**src/rtl/ps2_key_decoder_pkg.sv**
```systemverilog
`default_nettype none
// ============================================================================
// Package  : ps2_pkg
// Purpose  : Shared types and scan-code constants for the PS/2 key decoder.
// Revision : 1.0 - initial release
// ============================================================================
package ps2_pkg;

  // Prefix-parsing states: which set-2 prefixes have been seen so far
  typedef enum logic [1:0] {
    ST_IDLE    = 2'd0,
    ST_EXT     = 2'd1,
    ST_BRK     = 2'd2,
    ST_EXT_BRK = 2'd3
  } state_t;

  localparam logic [7:0] c_pfx_ext = 8'hE0;
  localparam logic [7:0] c_pfx_brk = 8'hF0;
  localparam logic [7:0] c_lshift  = 8'h12;
  localparam logic [7:0] c_rshift  = 8'h59;
  localparam logic [7:0] c_caps    = 8'h58;
  localparam logic [7:0] c_enter   = 8'h5A;
  localparam logic [7:0] c_space   = 8'h29;

  // Keyboard status/ack bytes that never start a key sequence
  localparam int         c_num_discard = 7;
  localparam logic [c_num_discard*8-1:0] c_discard_list =
    {8'hAA, 8'hFA, 8'hEE, 8'hFE, 8'hE1, 8'h00, 8'hFF};

  function automatic logic is_discard(input logic [7:0] code);
    logic hit;
    hit = 1'b0;
    for (int i = 0; i < c_num_discard; i++) begin
      if (c_discard_list[i*8 +: 8] == code) hit = 1'b1;
    end
    return hit;
  endfunction

endpackage
`default_nettype wire

```
**src/rtl/ps2_key_decoder_scancode_to_ascii.sv**
```systemverilog
`default_nettype none
// ============================================================================
// Module   : scancode_to_ascii
// Purpose  : Combinational set-2 make code to US-layout ASCII translation.
// Revision : 1.0 - initial release
// ============================================================================
module scancode_to_ascii (
  input  logic [7:0] code,
  input  logic       shift,
  input  logic       caps,
  output logic [7:0] ascii
);
  import ps2_pkg::*;

  logic [7:0] base;   // unshifted character, 0 if unmapped
  logic [7:0] alt;    // shifted symbol for digit keys, 0 otherwise
  logic       letter;

  // Look up the base character and, for digits, the shifted symbol
  always_comb begin
    base = 8'h00;
    alt  = 8'h00;
    case (code)
      8'h1C: base = 8'h61;  8'h32: base = 8'h62;  8'h21: base = 8'h63;
      8'h23: base = 8'h64;  8'h24: base = 8'h65;  8'h2B: base = 8'h66;
      8'h34: base = 8'h67;  8'h33: base = 8'h68;  8'h43: base = 8'h69;
      8'h3B: base = 8'h6A;  8'h42: base = 8'h6B;  8'h4B: base = 8'h6C;
      8'h3A: base = 8'h6D;  8'h31: base = 8'h6E;  8'h44: base = 8'h6F;
      8'h4D: base = 8'h70;  8'h15: base = 8'h71;  8'h2D: base = 8'h72;
      8'h1B: base = 8'h73;  8'h2C: base = 8'h74;  8'h3C: base = 8'h75;
      8'h2A: base = 8'h76;  8'h1D: base = 8'h77;  8'h22: base = 8'h78;
      8'h35: base = 8'h79;  8'h1A: base = 8'h7A;
      8'h45: begin base = 8'h30; alt = 8'h29; end
      8'h16: begin base = 8'h31; alt = 8'h21; end
      8'h1E: begin base = 8'h32; alt = 8'h40; end
      8'h26: begin base = 8'h33; alt = 8'h23; end
      8'h25: begin base = 8'h34; alt = 8'h24; end
      8'h2E: begin base = 8'h35; alt = 8'h25; end
      8'h36: begin base = 8'h36; alt = 8'h5E; end
      8'h3D: begin base = 8'h37; alt = 8'h26; end
      8'h3E: begin base = 8'h38; alt = 8'h2A; end
      8'h46: begin base = 8'h39; alt = 8'h28; end
      c_space: base = 8'h20;
      c_enter: base = 8'h0D;
      default: base = 8'h00;
    endcase
  end

  assign letter = (base >= 8'h61) && (base <= 8'h7A);

  // Letters follow shift^caps; digits follow shift only, as on a US keyboard
  always_comb begin
    if (letter)
      ascii = (shift ^ caps) ? (base - 8'h20) : base;
    else if (shift && (alt != 8'h00))
      ascii = alt;
    else
      ascii = base;
  end

endmodule
`default_nettype wire

```
**src/rtl/ps2_key_decoder.sv**
```systemverilog
`default_nettype none
// ============================================================================
// Module   : ps2_key_decoder
// Purpose  : Set-2 scan-byte parser producing buffered key events, with
//            shift/caps/held-key tracking, press counting and prefix timeout.
// Revision : 1.0 - initial release
// ============================================================================
module ps2_key_decoder #(
  parameter int CNT_W       = 8,
  parameter int TIMEOUT_CYC = 1000000
) (
  input  logic             clk,
  input  logic             rst,
  input  logic             in_valid,
  input  logic [7:0]       in_data,
  output logic             in_ready,
  output logic             evt_valid,
  input  logic             evt_ready,
  output logic [7:0]       evt_code,
  output logic             evt_break,
  output logic             evt_ext,
  output logic             evt_repeat,
  output logic [7:0]       evt_ascii,
  output logic             key_down,
  output logic [7:0]       held_code,
  output logic [CNT_W-1:0] key_count,
  output logic             shift_on,
  output logic             caps_on,
  output logic             timeout
);
  import ps2_pkg::*;

  localparam int               TMO_W    = $clog2(TIMEOUT_CYC + 1);
  localparam logic [TMO_W-1:0] TMO_LAST = TMO_W'(TIMEOUT_CYC - 1);

  state_t           state_q, state_d;
  logic [TMO_W-1:0] tmo_cnt_q, tmo_cnt_d;
  logic             timeout_q, timeout_d;
  logic             evt_valid_q, evt_valid_d;
  logic [7:0]       evt_code_q, evt_code_d;
  logic             evt_break_q, evt_break_d;
  logic             evt_ext_q, evt_ext_d;
  logic             evt_repeat_q, evt_repeat_d;
  logic [7:0]       evt_ascii_q, evt_ascii_d;
  logic             key_down_q, key_down_d;
  logic [7:0]       held_code_q, held_code_d;
  logic             held_ext_q, held_ext_d;
  logic [CNT_W-1:0] key_count_q, key_count_d;
  logic             shift_l_q, shift_l_d;
  logic             shift_r_q, shift_r_d;
  logic             caps_q, caps_d;

  logic       accept;
  logic       emit;
  logic       pfx_ext;
  logic       pfx_brk;
  logic       same_key;
  logic [7:0] map_ascii;

  // The buffer is free when empty or being drained this cycle; nothing is taken in reset
  assign in_ready = !rst && (!evt_valid_q || evt_ready);
  assign accept   = in_valid && in_ready;

  // Prefix flags of the sequence the current byte would complete
  assign pfx_ext  = (state_q == ST_EXT) || (state_q == ST_EXT_BRK);
  assign pfx_brk  = (state_q == ST_BRK) || (state_q == ST_EXT_BRK);
  assign same_key = key_down_q && (in_data == held_code_q) && (pfx_ext == held_ext_q);

  scancode_to_ascii u_map (
    .code  (in_data),
    .shift (shift_l_q || shift_r_q),
    .caps  (caps_q),
    .ascii (map_ascii)
  );

  // State, buffer and key-status registers
  always_ff @(posedge clk or posedge rst) begin
    if (rst) begin
      state_q      <= ST_IDLE;
      tmo_cnt_q    <= '0;
      timeout_q    <= 1'b0;
      evt_valid_q  <= 1'b0;
      evt_code_q   <= 8'h00;
      evt_break_q  <= 1'b0;
      evt_ext_q    <= 1'b0;
      evt_repeat_q <= 1'b0;
      evt_ascii_q  <= 8'h00;
      key_down_q   <= 1'b0;
      held_code_q  <= 8'h00;
      held_ext_q   <= 1'b0;
      key_count_q  <= '0;
      shift_l_q    <= 1'b0;
      shift_r_q    <= 1'b0;
      caps_q       <= 1'b0;
    end else begin
      state_q      <= state_d;
      tmo_cnt_q    <= tmo_cnt_d;
      timeout_q    <= timeout_d;
      evt_valid_q  <= evt_valid_d;
      evt_code_q   <= evt_code_d;
      evt_break_q  <= evt_break_d;
      evt_ext_q    <= evt_ext_d;
      evt_repeat_q <= evt_repeat_d;
      evt_ascii_q  <= evt_ascii_d;
      key_down_q   <= key_down_d;
      held_code_q  <= held_code_d;
      held_ext_q   <= held_ext_d;
      key_count_q  <= key_count_d;
      shift_l_q    <= shift_l_d;
      shift_r_q    <= shift_r_d;
      caps_q       <= caps_d;
    end
  end

  // Prefix FSM, idle timeout, event buffer load/drain and key-status updates
  always_comb begin
    state_d      = state_q;
    tmo_cnt_d    = tmo_cnt_q;
    timeout_d    = 1'b0;
    evt_valid_d  = evt_valid_q;
    evt_code_d   = evt_code_q;
    evt_break_d  = evt_break_q;
    evt_ext_d    = evt_ext_q;
    evt_repeat_d = evt_repeat_q;
    evt_ascii_d  = evt_ascii_q;
    key_down_d   = key_down_q;
    held_code_d  = held_code_q;
    held_ext_d   = held_ext_q;
    key_count_d  = key_count_q;
    shift_l_d    = shift_l_q;
    shift_r_d    = shift_r_q;
    caps_d       = caps_q;
    emit         = 1'b0;

    if (evt_valid_q && evt_ready) evt_valid_d = 1'b0;

    if (accept) begin
      tmo_cnt_d = '0;
      if (in_data == c_pfx_ext) begin
        state_d = ST_EXT;
      end else if (in_data == c_pfx_brk) begin
        case (state_q)
          ST_IDLE: state_d = ST_BRK;
          ST_EXT:  state_d = ST_EXT_BRK;
          default: state_d = state_q;
        endcase
      end else if (!((state_q == ST_IDLE) && is_discard(in_data))) begin
        emit    = 1'b1;
        state_d = ST_IDLE;
      end
    end else if (state_q != ST_IDLE) begin
      if (tmo_cnt_q == TMO_LAST) begin
        state_d   = ST_IDLE;
        tmo_cnt_d = '0;
        timeout_d = 1'b1;
      end else begin
        tmo_cnt_d = tmo_cnt_q + TMO_W'(1);
      end
    end else begin
      tmo_cnt_d = '0;
    end

    if (emit) begin
      evt_valid_d  = 1'b1;
      evt_code_d   = in_data;
      evt_break_d  = pfx_brk;
      evt_ext_d    = pfx_ext;
      evt_repeat_d = !pfx_brk && same_key;
      evt_ascii_d  = (pfx_brk || pfx_ext) ? 8'h00 : map_ascii;
      if (!pfx_brk) begin
        if (!same_key) begin
          key_down_d  = 1'b1;
          held_code_d = in_data;
          held_ext_d  = pfx_ext;
          key_count_d = key_count_q + CNT_W'(1);
          if (!pfx_ext && (in_data == c_caps)) caps_d = !caps_q;
        end
        if (!pfx_ext && (in_data == c_lshift)) shift_l_d = 1'b1;
        if (!pfx_ext && (in_data == c_rshift)) shift_r_d = 1'b1;
      end else begin
        if (same_key) begin
          key_down_d  = 1'b0;
          held_code_d = 8'h00;
          held_ext_d  = 1'b0;
        end
        if (!pfx_ext && (in_data == c_lshift)) shift_l_d = 1'b0;
        if (!pfx_ext && (in_data == c_rshift)) shift_r_d = 1'b0;
      end
    end
  end

  assign evt_valid  = evt_valid_q;
  assign evt_code   = evt_code_q;
  assign evt_break  = evt_break_q;
  assign evt_ext    = evt_ext_q;
  assign evt_repeat = evt_repeat_q;
  assign evt_ascii  = evt_ascii_q;
  assign key_down   = key_down_q;
  assign held_code  = held_code_q;
  assign key_count  = key_count_q;
  assign shift_on   = shift_l_q || shift_r_q;
  assign caps_on    = caps_q;
  assign timeout    = timeout_q;

endmodule
`default_nettype wire

```
**config.mk**
```make
export PLATFORM = sky130hd
export DESIGN_NAME = ps2_key_decoder
export DESIGN_NICKNAME = d
export VERILOG_FILES = /design/src/rtl/ps2_key_decoder_pkg.sv /design/src/rtl/ps2_key_decoder_scancode_to_ascii.sv /design/src/rtl/ps2_key_decoder.sv
export SDC_FILE = /design/constraint.sdc
export NUM_CORES = 1
export LEC_CHECK = 0
export CAP_MARGIN = 20
export CORE_MARGIN = 5
export CORE_UTILIZATION = 55
export DETAILED_ROUTE_END_ITERATION = 8
export PLACE_DENSITY_LB_ADDON = 0.1
export SYNTH_ARGS = -nofsm -noshare
export SYNTH_HDL_FRONTEND = slang
export SYNTH_SLANG_ARGS = --single-unit
```
**constraint.sdc**
```tcl
create_clock -name clk -period 2.24 [get_ports clk]
set_input_delay 0.224 -clock clk [delete_from_list [all_inputs] [get_ports clk]]
set_output_delay 0.224 -clock clk [all_outputs]
set_load 0.02 [all_outputs]
```
==> results.cfg, run 1 <==
[outcome]
status = complete, but fails checks
violations = setup timing

[grt]
grt_max_degree = 35
grt_pass1_vias = 4409
grt_usage_pct = 28.9
antenna_found_initial = 0
grt_pass1_wl_mm = 22.6
overflow = 0

[yosys]
yosys.cell_count.top_type = dfrtp_1
synth.distinct_cells = 78
yosysTopAreaCell = dfrtp_1
netlist.area_leader.share_pct = 37.1
avgSynthCellArea_um2 = 9.46
postSynth.asyncResetShare_pct = 100
synth_ff_type = dfrtp_1
synth_area_leaders = dfrtp_1, xor2_1, mux2_2
synthCells = 457
synth-edff-count = 0
synth_seq_cells = 64
yosys_warnings = 0
synth_area_um2 = 4320
syn_nets = 475
synthTopCellsByCount = dfrtp_1, nor2_1, nand2_1
ys_seq_area_share_pct = 37.1

[power_and_ir_drop]
p_sw_mw = 1.22
ir_worst_vdd_v = 0.000536
finalPower_mw = 3.84
switching_share_pct = 31.8
p_comb_share_pct = 31.0
clock_power_share_pct = 32.9
p_seq_share_pct = 36.1
p_per_area_nw_per_um2 = 588
p_leak_nw = 2.80
internal_power_mw = 2.62

[timing]
setup_violations = 8
rsz0062_at_grt = yes
skew_ps = 15.0
slew_violations = 0
final.setup.tns_ps = -1130
finalHoldWorstSlack_ps = 228
layout_min_cycle_time_ps = 2480
min_period_over_period_pct = 111
timing.fmax_mhz = 403
worst_slack_ps = -240
worst-slew-pin-transition_ps = 757
hold_violations = 0
max_slew_margin_pct = 49.4

[route]
routed_via_density = 6.10
drtIter0Drc = 423
vias = 4460
wl_mm = 15.0
wl_per_cell_um = 20.6
dr.pass1.iters = 7
drc = 0
ant_nets = 0

[setup_path]
crit_type = input pin to flip-flop
crit_required_ps = 2470
critical_path.top_delay_family = simple AND/OR/NAND/NOR gates
crit_path_start_kind = input pin
crit_slowest_cell = or3_4
arrival_ps = 2710
cp_cell_sequence = buf_12, buf_12, buf_8, nand2b_1, a31oi_1, o21ai_1, a21oi_2, o2111ai_4, or2_4, ha_4, or3_4, a21oi_2, nor3b_2, mux2_4
crit_path_end_kind = flip-flop
critPathBufInv = 3
slowest_delay_ps = 400
cp_max_fo = 7

[floorplan]
die_area_um2 = 9730
die_w_um = 98.6
io_pins = 53
start_util_pct = 56.2
dieHeight_um = 98.6
row_count = 32
core_um2 = 7690

[finish]
insertedDiodeCount = 0
nets = 642
syn2layout_area_growth_pct = 51.3
drive_above_1_share_pct = 39.1
fin_area_um2 = 6540

[cts]
cts_max_level = 3
root_buffer = clkbuf_8
holdBufCountCts = 0
numClockSinks = 64
clkSlewWorstSetupHoldPaths_ps = 80
cts.path.max_buffers = 2
tritoncts = done
cts_buffers = 9
insertion_delay_ps = 350

[worst_hold_path]
min_path_type = input pin to asynchronous set/reset pin

[placement]
dp_slack_ps = -1010
hpwl_mm = 9.77
globalplace.congestion = 0.947
io_buffers = 52
post_dp_cell_area_um2 = 5670

[flow_run]
drv_cap = 0
[cell families (layout without fill, tap and decap cells)]
group	count (synthesis)	count (layout)	share of synthesized area [%]
buf+inv	49	221	6.83
fa+ha+maj	6	6	1.74
simple gates	197	197	26.9
xor+xnor	37	37	7.67
compound gates	79	79	13.1
mux	25	25	6.66
flops	64	64	37.1
[state kept, by name (all words and copies together), names as in the netlist]
register / count
shift_l_q: 1
shift_r_q: 1
caps_on: 1
key_count: 8
tmo_cnt_q: 20
evt_repeat: 1
evt_ascii: 8
held_ext_q: 1
key_down: 1
evt_code: 8
timeout: 1
evt_valid: 1
state_q: 2
evt_break: 1
held_code: 8
evt_ext: 1
[layer usage]
metal  part of all wire (%)  track usage, %
met5                      0               0
met4                    3.8            10.3
met3                    6.9            6.09
met2                     49            48.0
met1                     40            37.4
[path summary, 6_finish.rpt]
kind                            depth (start not counted)    startpoint  slack, ps            to
max in group asynchronous                               3           rst       1450  held_code[3]
worst min-delay path                                    2           rst        230  evt_ascii[0]
worst max register to register                          7  held_code[0]        -10      key_down
min in group clk                                        3    in_data[7]        260   evt_code[7]
worst max-delay path                                   14    in_data[1]       -240  evt_ascii[4]
worst min register to register                          1  key_count[7]        490  key_count[7]
[placed cells by master (no fill, tap or decap), drive strengths merged, types with 14 or more instances in the layout]
cell / n
buf: 141
dfrtp: 64
clkdlybuf4s50: 44
nor2: 37
nand2: 28
mux2: 24
inv: 22
xor2: 20
a21oi: 19
xnor2: 17
nand3: 17
o21ai: 16
nor3: 14
[stage by stage]
step | instances | utilization [%]
2_1_floorplan | 457 | -
6_report | 731 | 85.0
3_3_place_gp | 685 | 73.8
5_1_grt | 731 | 85.0
4_1_cts | 723 | 81.7
3_5_place_dp | 685 | 73.8
[power groups by stage]
stage                     logic (mW)  clock network, mW  registers [mW]
after detailed placement        1.03                  0            1.40
after CTS                       1.11               1.26            1.38
final                           1.19               1.27            1.39
after global routing            1.25               1.33            1.40
after global placement          1.01                  0            1.39
after floorplan                0.414                  0            1.53
[timing repair]
| item | 4_1_cts | 5_1_grt |
|---|---|---|
| cloned | 2 | 0 |
| resized for setup | 84 | 46 |
| setup buffers | 20 | 9 |
| setup endpoints to repair | 41 | 24 |
| pin swaps | 27 | 28 |
[cell type report]
| cell class | instances | area, um2 |
|---|---|---|
| Multi-Input combinational cell | 344 | 2780 |
| Timing Repair Buffer | 186 | 1710 |
| Sequential cell | 64 | 1600 |
| Fill cell | 420 | 1150 |
| Tap cell | 102 | 128 |
| Clock inverter | 7 | 125 |
| Clock buffer | 9 | 124 |
| Inverter | 19 | 71.3 |
(Power assumes the default switching activity.)
==> run 2, diff against run 1 <==
Settings changed: GPL_TIMING_DRIVEN from default to 1.
==> results of run 2 <==
The final DEF is identical to that of run 1; final timing and power are the same.
==> run 3, diff against run 2 <==
Settings changed: CORE_MARGIN 5 to 4, GPL_TIMING_DRIVEN 1 to 0, TNS_END_PERCENT from default to 20.
==> results.cfg, run 3 (synthesis gave the netlist of run 1 again) <==
[grt]
grt_pass1_wl_mm = 20.6
grt-busiest-layer = met2
use_met2_pct = 42.6
grt_usage_pct = 26.9
groute.layer.met1.usage_pct = 37.5
overflow = 0
antenna_found_initial = 0
grt_max_degree = 40
grt_use_met3_pct = 4.40
grt_pass1_vias = 3976

[route]
wl_per_cell_um = 19.5
wl_mm = 13.3
ant_nets = 0
routed_via_density = 6.20
vias = 4227
dr.pass1.iters = 6
drc = 0
drtIter0Drc = 265

[floorplan]
row_count = 32
start_util_pct = 56.2
io_pins = 53
die_w_um = 96.6
core_um2 = 7690
dieHeight_um = 96.6
die_area_um2 = 9340

[timing]
layout_min_cycle_time_ps = 2510
worst-slew-pin-transition_ps = 637
rsz0062_at_grt = yes
min_period_over_period_pct = 112
max_slew_margin_pct = 57.4
hold_violations = 0
setup_violations = 18
slew_violations = 0
timing.fmax_mhz = 399
skew_ps = 14.5
finalHoldWorstSlack_ps = 304
worst_slack_ps = -268

[placement]
post_dp_cell_area_um2 = 5100
dp_slack_ps = -1370
hpwl_mm = 8.71
placed_cells = 612
io_buffers = 52
globalplace.congestion = 0.967

[cts]
clkSlewWorstSetupHoldPaths_ps = 80
cts_buffers = 9
numClockSinks = 64
holdBufCountCts = 0
tritoncts = done
cts.path.max_buffers = 2
insertion_delay_ps = 350
root_buffer = clkbuf_8
cts_max_level = 3

[finish]
top_register = tmo_cnt_q
final_common_cell = dfrtp_1
insertedDiodeCount = 0
final_util_pct = 79.2
fin_area_um2 = 6090
final_cell_mix = dfrtp_1, buf_4, clkdlybuf4s50_1
nets = 593
fillers = 480
drive_above_1_share_pct = 32.2
stdcell_count = 682
largest_register_ffs = 20
syn2layout_area_growth_pct = 40.9

[power_and_ir_drop]
p_leak_nw = 2.54
p_per_area_nw_per_um2 = 597
ir_worst_vdd_v = 0.000460

[flow_run]
drv_cap = 0

[setup_path]
crit_type = input pin to flip-flop
crit_path_end_kind = flip-flop
cp_max_fo = 5
crit_required_ps = 2470
arrival_ps = 2740
crit_path_start_kind = input pin

[outcome]
violations = setup timing
status = complete, but fails checks

[worst_hold_path]
min_path_type = input pin to asynchronous set/reset pin
[run 3: cell count changes in the layout (fill, tap and decap cells not counted), moves of 3 or more]
cell / change
clkbuf_2: +3
nand2b_1: -3
buf_8: +6
buf_4: -55
buf_6: -6
mux2_4: -3
[run 3: timing repair]
action                     CTS  global route
pin swaps                   28            21
cloned                       2             1
setup buffers               30            23
setup endpoints to repair   51            48
resized for setup           82            41
[run 3: cell type report]
class                   count  area (um2)  area share [%]
multi-input cells         344        2720            44.6
flip-flops and latches     64        1600            26.3
repair buffers            108        1010            16.6
plain buffers              29         327            5.36
clock buffers              10         138            2.26
well taps                 102         128            2.10
clock inverters             6        91.3            1.50
inverters                  19        78.8            1.29
[run 3: path summary, 6_finish.rpt]
path	depth (start not counted)	to	from	slack (ps)
setup / recovery	14	evt_ascii[4]	in_data[1]	-270
hold / removal	2	evt_ascii[1]	rst	300
setup reg to reg	7	held_code[0]	held_code[1]	60
hold reg to reg	1	key_count[7]	key_count[7]	470
max in group asynchronous	3	key_count[0]	rst	1320
min in group clk	3	evt_code[7]	in_data[7]	420
[run 3: critical path: stages]
cell       delay [ps]
buf_12            110
buf_8             120
buf_8             120
and4bb_1          190
a31oi_1           160
o21ai_1           110
a21oi_2           210
o2111ai_4         150
or2_4             280
ha_4              180
or3_4             400
a21oi_4           160
nor3b_2            70
mux2_4            250
[run 3: per-layer routing]
layer,routed length [um],share of wire [%],vias to the layer above
li1,-,-,1889
met1,5740,43,2090
met2,6330,48,210
met3,924,6.9,38
met4,327,2.5,0
met5,0,0,-
[run 3: power breakdown]
part	internal, mW	switching, mW
Combinational	0.545	0.549
Clock	0.663	0.504
Sequential	1.27	0.103
Total	2.48	1.16
[run 3: stage by stage]
stage	setup TNS, ps	total power, mW
floorplan	-3180	1.94
global placement	-79380	2.32
detailed placement	-38300	2.34
CTS	-1170	3.57
global route	-2280	3.79
finish	-1670	3.64
